`src/rtl/perceptron_unit.sv`:
```
// ---------------------------------------------------------------------------
// perceptron_unit
// Single-neuron binary perceptron with on-line training (perceptron rule,
// learning rate 1) and inference. Samples are accepted through a
// valid/ready handshake and walked through IDLE -> ACC -> EVAL -> DONE.
// ACC adds one weight per cycle, EVAL applies the step activation and any
// training update, and DONE presents the result for one cycle.
//
// Optional feature macro: PERCEPTRON_WLOAD_EN
//   Adds w_load / w_idx / w_data so that weights and bias can be preloaded
//   while the unit is idle. Without the macro the weights change only
//   through reset and training.
// ---------------------------------------------------------------------------
module perceptron_unit #(
   parameter int N_INPUTS   = 2,
   parameter int W_WIDTH    = 8,
   parameter int CONV_COUNT = 4
) (
   input  logic                          clk,
   input  logic                          rst,
`ifdef PERCEPTRON_WLOAD_EN
   input  logic                          w_load,
   input  logic [$clog2(N_INPUTS+1)-1:0] w_idx,
   input  logic [W_WIDTH-1:0]            w_data,
`endif
   input  logic                          in_valid,
   output logic                          in_ready,
   input  logic [N_INPUTS-1:0]           x,
   input  logic                          target,
   input  logic                          train,
   output logic                          out_valid,
   output logic                          y,
   output logic                          err,
   output logic                          converged,
   output logic [N_INPUTS*W_WIDTH-1:0]   w_out,
   output logic [W_WIDTH-1:0]            b_out
);

   // Index counter wide enough to hold 0..N_INPUTS (N_INPUTS selects the bias
   // on the load port). The accumulator has one extra bit on top of the
   // worst-case sum of N_INPUTS weights plus the bias, so it never overflows.
   localparam int IDX_W    = $clog2(N_INPUTS + 1);
   localparam int ACC_W    = W_WIDTH + IDX_W + 1;
   localparam int STREAK_W = 8;

   localparam logic [STREAK_W-1:0] CONV_LIMIT = STREAK_W'(CONV_COUNT);
   localparam logic [IDX_W-1:0]    LAST_IDX   = IDX_W'(N_INPUTS - 1);

   localparam logic [1:0] ST_IDLE = 2'd0;
   localparam logic [1:0] ST_ACC  = 2'd1;
   localparam logic [1:0] ST_EVAL = 2'd2;
   localparam logic [1:0] ST_DONE = 2'd3;

   localparam logic signed [W_WIDTH-1:0] W_MAX = {1'b0, {(W_WIDTH-1){1'b1}}};
   localparam logic signed [W_WIDTH-1:0] W_MIN = {1'b1, {(W_WIDTH-1){1'b0}}};

   logic [1:0]                  state;
   logic [N_INPUTS-1:0]         x_lat;
   logic [N_INPUTS-1:0]         x_shift;
   logic                        target_lat;
   logic                        train_lat;
   logic [IDX_W-1:0]            index;
   logic signed [ACC_W-1:0]     acc;

   logic signed [W_WIDTH-1:0]   weights [N_INPUTS];
   logic signed [W_WIDTH-1:0]   bias;

   logic                        y_r;
   logic                        err_r;
   logic                        converged_r;
   logic [STREAK_W-1:0]         streak;

   logic                        accept;
   logic                        last_index;
   logic signed [W_WIDTH-1:0]   sel_weight;
   logic signed [ACC_W-1:0]     sel_ext;
   logic signed [ACC_W-1:0]     bias_ext;
   logic signed [ACC_W-1:0]     acc_add;
   logic signed [ACC_W-1:0]     sum;
   logic                        y_eval;
   logic                        err_eval;
   logic [STREAK_W-1:0]         streak_next;
   logic                        load_fire;

   // One saturating +/-1 step; weights and bias clamp at the two's-complement
   // limits instead of wrapping around.
   function automatic logic signed [W_WIDTH-1:0] step_sat(
      input logic signed [W_WIDTH-1:0] value,
      input logic                      up
   );
      logic signed [W_WIDTH-1:0] result;
      result = value;
      if (up) begin
         if (value != W_MAX)
            result = value + W_WIDTH'(1);
      end else begin
         if (value != W_MIN)
            result = value - W_WIDTH'(1);
      end
      return result;
   endfunction

`ifdef PERCEPTRON_WLOAD_EN
   // A preload takes priority over a new sample, so the unit stops accepting
   // while w_load is high; loads are only honoured in IDLE with no sample.
   assign in_ready  = (state == ST_IDLE) && !w_load;
   assign load_fire = (state == ST_IDLE) && w_load && !in_valid;
`else
   assign in_ready  = (state == ST_IDLE);
   assign load_fire = 1'b0;
`endif

   assign accept     = in_valid && in_ready;
   assign last_index = (index == LAST_IDX);

   // Pick the weight paired with the current accumulation index. A compare
   // loop is used so the index width never has to match the array size.
   always_comb begin
      sel_weight = '0;
      for (int i = 0; i < N_INPUTS; i++) begin
         if (index == IDX_W'(i))
            sel_weight = weights[i];
      end
   end

   assign sel_ext  = {{(ACC_W-W_WIDTH){sel_weight[W_WIDTH-1]}}, sel_weight};
   assign bias_ext = {{(ACC_W-W_WIDTH){bias[W_WIDTH-1]}}, bias};
   assign acc_add  = acc + (x_shift[0] ? sel_ext : '0);
   assign sum      = acc + bias_ext;

   // Step activation fires only for a strictly positive sum.
   assign y_eval   = !sum[ACC_W-1] && (sum != '0);
   assign err_eval = train_lat && (y_eval != target_lat);

   // Streak of consecutive correct training samples, saturating at the limit.
   always_comb begin
      streak_next = streak;
      if (err_eval)
         streak_next = '0;
      else if (streak < CONV_LIMIT)
         streak_next = streak + STREAK_W'(1);
   end

   // Sequencer: handshake, per-input accumulation and the fixed-length
   // EVAL/DONE tail. Reset drops any in-flight sample immediately.
   always_ff @(posedge clk) begin
      if (rst) begin
         state      <= ST_IDLE;
         x_lat      <= '0;
         x_shift    <= '0;
         target_lat <= 1'b0;
         train_lat  <= 1'b0;
         index      <= '0;
         acc        <= '0;
      end else begin
         case (state)
            ST_IDLE: begin
               if (accept) begin
                  x_lat      <= x;
                  x_shift    <= x;
                  target_lat <= target;
                  train_lat  <= train;
                  index      <= '0;
                  acc        <= '0;
                  state      <= ST_ACC;
               end
            end
            ST_ACC: begin
               acc     <= acc_add;
               x_shift <= x_shift >> 1;
               index   <= index + IDX_W'(1);
               if (last_index)
                  state <= ST_EVAL;
            end
            ST_EVAL: begin
               state <= ST_DONE;
            end
            ST_DONE: begin
               state <= ST_IDLE;
            end
            default: begin
               state <= ST_IDLE;
            end
         endcase
      end
   end

   // Weight and bias registers: perceptron-rule update on a training error in
   // EVAL, or a direct write from the preload port while idle.
   always_ff @(posedge clk) begin
      if (rst) begin
         for (int i = 0; i < N_INPUTS; i++)
            weights[i] <= '0;
         bias <= '0;
      end else if (state == ST_EVAL) begin
         if (err_eval) begin
            for (int i = 0; i < N_INPUTS; i++) begin
               if (x_lat[i])
                  weights[i] <= step_sat(weights[i], target_lat);
            end
            bias <= step_sat(bias, target_lat);
         end
`ifdef PERCEPTRON_WLOAD_EN
      end else if (load_fire) begin
         for (int i = 0; i < N_INPUTS; i++) begin
            if (w_idx == IDX_W'(i))
               weights[i] <= w_data;
         end
         if (w_idx == IDX_W'(N_INPUTS))
            bias <= w_data;
`endif
      end
   end

   // Result and convergence tracking. y/err are captured in EVAL and held
   // until the next EVAL; inference samples leave the streak untouched, and a
   // valid preload restarts convergence from scratch.
   always_ff @(posedge clk) begin
      if (rst) begin
         y_r         <= 1'b0;
         err_r       <= 1'b0;
         streak      <= '0;
         converged_r <= 1'b0;
      end else if (state == ST_EVAL) begin
         y_r   <= y_eval;
         err_r <= err_eval;
         if (train_lat) begin
            streak      <= streak_next;
            converged_r <= (streak_next == CONV_LIMIT);
         end
`ifdef PERCEPTRON_WLOAD_EN
      end else if (load_fire && (w_idx <= IDX_W'(N_INPUTS))) begin
         streak      <= '0;
         converged_r <= 1'b0;
`endif
      end
   end

   // Flatten the weight array onto the observation bus.
   always_comb begin
      w_out = '0;
      for (int i = 0; i < N_INPUTS; i++)
         w_out[i*W_WIDTH +: W_WIDTH] = weights[i];
   end

   assign b_out     = bias;
   assign out_valid = (state == ST_DONE);
   assign y         = y_r;
   assign err       = err_r;
   assign converged = converged_r;

`ifndef PERCEPTRON_WLOAD_EN
   // load_fire is tied low in this build; fold it into a harmless term so the
   // signal stays referenced.
   logic load_unused;
   assign load_unused = load_fire;
`endif

endmodule

```
`config.mk`:
```
export PLATFORM = sky130hd
export DESIGN_NAME = perceptron_unit
export DESIGN_NICKNAME = d
export VERILOG_FILES = /design/src/rtl/perceptron_unit.sv
export SDC_FILE = /design/constraint.sdc
export NUM_CORES = 1
export LEC_CHECK = 0
export ABC_AREA = 1
export CAP_MARGIN = 5
export CORE_ASPECT_RATIO = 1.25
export CORE_MARGIN = 4
export CORE_UTILIZATION = 52
export DETAILED_ROUTE_END_ITERATION = 7
export PLACE_DENSITY = 0.76
export SETUP_SLACK_MARGIN = 0.02
export SLEW_MARGIN = 20
export SYNTH_ARGS = -nofsm -noshare
export SYNTH_HDL_FRONTEND = slang
export SYNTH_SLANG_ARGS = --single-unit
```
`constraint.sdc`:
```
create_clock -name clk -period 2.6 [get_ports clk]
set_input_delay 0.78 -clock clk [delete_from_list [all_inputs] [get_ports clk]]
set_output_delay 0.78 -clock clk [all_outputs]
set_load 0.02 [all_outputs]
```
==> metrics.csv <==
metric,value,unit
slew_headroom,60.45,%
cp.arrival,2890,ps
synthTopCellsByArea,"dfxtp_1, ha_1, edfxtp_1",
failed_checks,setup timing,
layout.nets,725,
drtIter0Drc,204,
post-dp-hpwl,8478,um
worstSkewPairLatency,320,ps
fill_cells,658,
final_area,5440,sq um
r2r-start,b_out[0],
drc_errors,0,
holdWs,473.0,ps
grt_pass1_wl,18400,um
clkSinkCount,56,
drive_above_1_share,20.03,%
drt_first_pass_iters,4,
cellPowerDensity,590.4,nW/um^2
postSynthAreaPerCell,7.250,sq um
peakVddDrop,383.2,uV
coreArea,7883,sq um
dp.cells,739,
setup_viol,26,
synth_top_area_share,18.75,%
finalNonFillerCells,764,
die_x,89.06,um
clkTransAtPathRegs,100,ps
status,"finished, violations left",
cts_root_buf,clkbuf_8,
synth-warning-count,0,
wl,11460,um
syn_area,4270,sq um
cp-end-kind,flop,
slew_viol_final,0,
start_kind,flop,
min_period,2705,ps
layout_worst_path_cycle_share,104.0,%
die_area,9735,sq um
grt_overflow,0,
die_h,109.3,um
place_ws,-177.8,ps
yosysSeqAreaShare,30.00,%
cts_tree,yes,
grt_max_degree,19,
fin_ws,-104.7,ps
cp_max_fo,16,
htree_levels,2,
io_pins,36,
diodes,0,
total_power,3212,uW
yosysTopAreaCell,dfxtp_1,
synth_nets,646,
r2r-end,weights[0][15],
synth_seq_cells,56,
mostFrequentLayoutCells,"nand2_1, inv_1, nor2_1, a21oi_1, buf_4",
rsz0062_at_grt,true,
avgViaCountPerCell,5.484,
ant_nets,0,
timing.fmax,0.3697,GHz
vias,4190,
finalWeightedCongestion,0.8766,
maxCapViolations,0,
worstPathRequired,2790,ps
area_delta_synth_final,27.40,%
postSynthCellCount,589,
tightest_slew,587.0,ps
placementRows,36,
final_common_cell,nand2_1,
yosysUniqueCellTypes,37,
cp-endpoint,weights[0][15],
antenna_found_initial,0,
finClkSkew,11.95,ps
numCtsBuffers,5,
reg2reg_slack,-100,ps
reg2reg_depth,16,
hold_path.class,reg2reg,
clk_path_buf_depth,2,
cellLeakagePower,0.002417,uW
wl_per_cell,14.99,um
crit_type,reg2reg,
port-buffer-count,35,
track_usage,23.94,%
initial_utilization,54.17,%
place_area,4974,sq um
grt_pass1_vias,4076,
startpoint,b_out[0],
hold_violations,0,
## worst min path at each step
stage | start | end | slack, ps | cells after the start
CTS | streak[7] | streak[7] | 470 | 2
detailed placement | streak[7] | streak[7] | 450 | 2
finish | index[0] | index[0] | 470 | 1
global route | streak[3] | streak[3] | 490 | 2
global placement | streak[4] | streak[4] | 440 | 2
floorplan | streak[4] | streak[4] | 420 | 2
## sequential cells by signal (all words and copies together) (netlist names)
signal      cells
weights        16
acc            11
b_out           8
streak          8
index           2
state           2
x_lat           2
x_shift         2
converged       1
err             1
target_lat      1
train_lat       1
y               1
## power by group
group	switching [uW]	internal (uW)	total [uW]
registers	95.9	981	1080
logic	1010	639	1650
clock network	296	192	488
## per-layer routing
| layer | up-vias | routed length, um | global-route usage (%) | part of all wire (%) |
|---|---|---|---|---|
| li1 | 2126 | - | - | - |
| met1 | 1954 | 4497 | 26.80 | 39 |
| met2 | 83 | 6255 | 45.38 | 55 |
| met3 | 27 | 428 | 4.348 | 3.7 |
| met4 | 0 | 274 | 6.809 | 2.4 |
| met5 | - | 0 | 0 | 0 |
## cell families after synthesis
group	count (synthesis)	synth area share, %
adders and majority gates	50	15.53
AOI/OAI and AO/OA	130	17.23
and+or+nand+nor	245	25.70
xor gates and xnor gates	13	2.666
buffers and inverters	95	8.878
DFF	56	30.00
## layout make-up
class	instances	area [sq um]	area share (%)
Inverter	85	330.3	6.072
Timing Repair Buffer	82	730.7	13.43
Tap cell	95	118.9	2.185
Multi-Input combinational cell	438	2877	52.87
Clock inverter	2	16.27	0.2990
Sequential cell	56	1295	23.80
Clock buffer	6	72.57	1.334
## synth_stat cells
master / number
inv_1: 85
nor2_1: 65
a31oi_1: 6
nor3_1: 8
a21o_1: 5
edfxtp_1: 16
nand2_2: 3
or2_2: 3
nand3_1: 20
o211ai_1: 1
clkbuf_1: 6
xnor2_1: 3
dfxtp_1: 40
o21ai_2: 1
fa_1: 5
nor3b_1: 6
nand4_4: 1
o21ai_1: 1
nand3b_1: 1
nor3_2: 2
o21ai_0: 39
o21bai_1: 5
nor4_1: 6
o2111ai_1: 2
a21oi_2: 6
xor2_1: 10
ha_1: 45
nand3_2: 3
a21oi_4: 1
nand2_4: 1
o31ai_1: 1
buf_1: 1
nand4_1: 12
nand2_1: 114
a211oi_1: 1
buf_6: 3
a21oi_1: 61
## worst max-delay path, cell delays in order (launching register included)
cell	delay [ps]
dfxtp_4	370
ha_4	130
inv_2	30
fa_2	510
nand3b_1	70
nor2_1	90
nand2_1	50
nor2_1	80
nand2_1	70
nor2_2	100
nand3_2	120
nand3_4	100
nand4_4	140
a21oi_4	250
nand2_4	190
buf_4	190
a21oi_2	80
## metrics by stage
stage          setup TNS, ps  util [%]
3_5_place_dp           -4283     63.10
6_report               -2120     69.02
2_1_floorplan              0         -
3_3_place_gp           -1714     63.10
5_1_grt               -12510     69.02
4_1_cts                -2825     65.48
## what timing repair did
item	CTS	global route
endpoints found under the hold margin	0	0
hold buffers	0	0
resized for setup	17	61
buffers inserted	6	11
pin swaps	3	14
endpoints found under the setup margin	41	53
gates cloned	0	0
No activity file was read; power rests on OpenSTA's default activity.
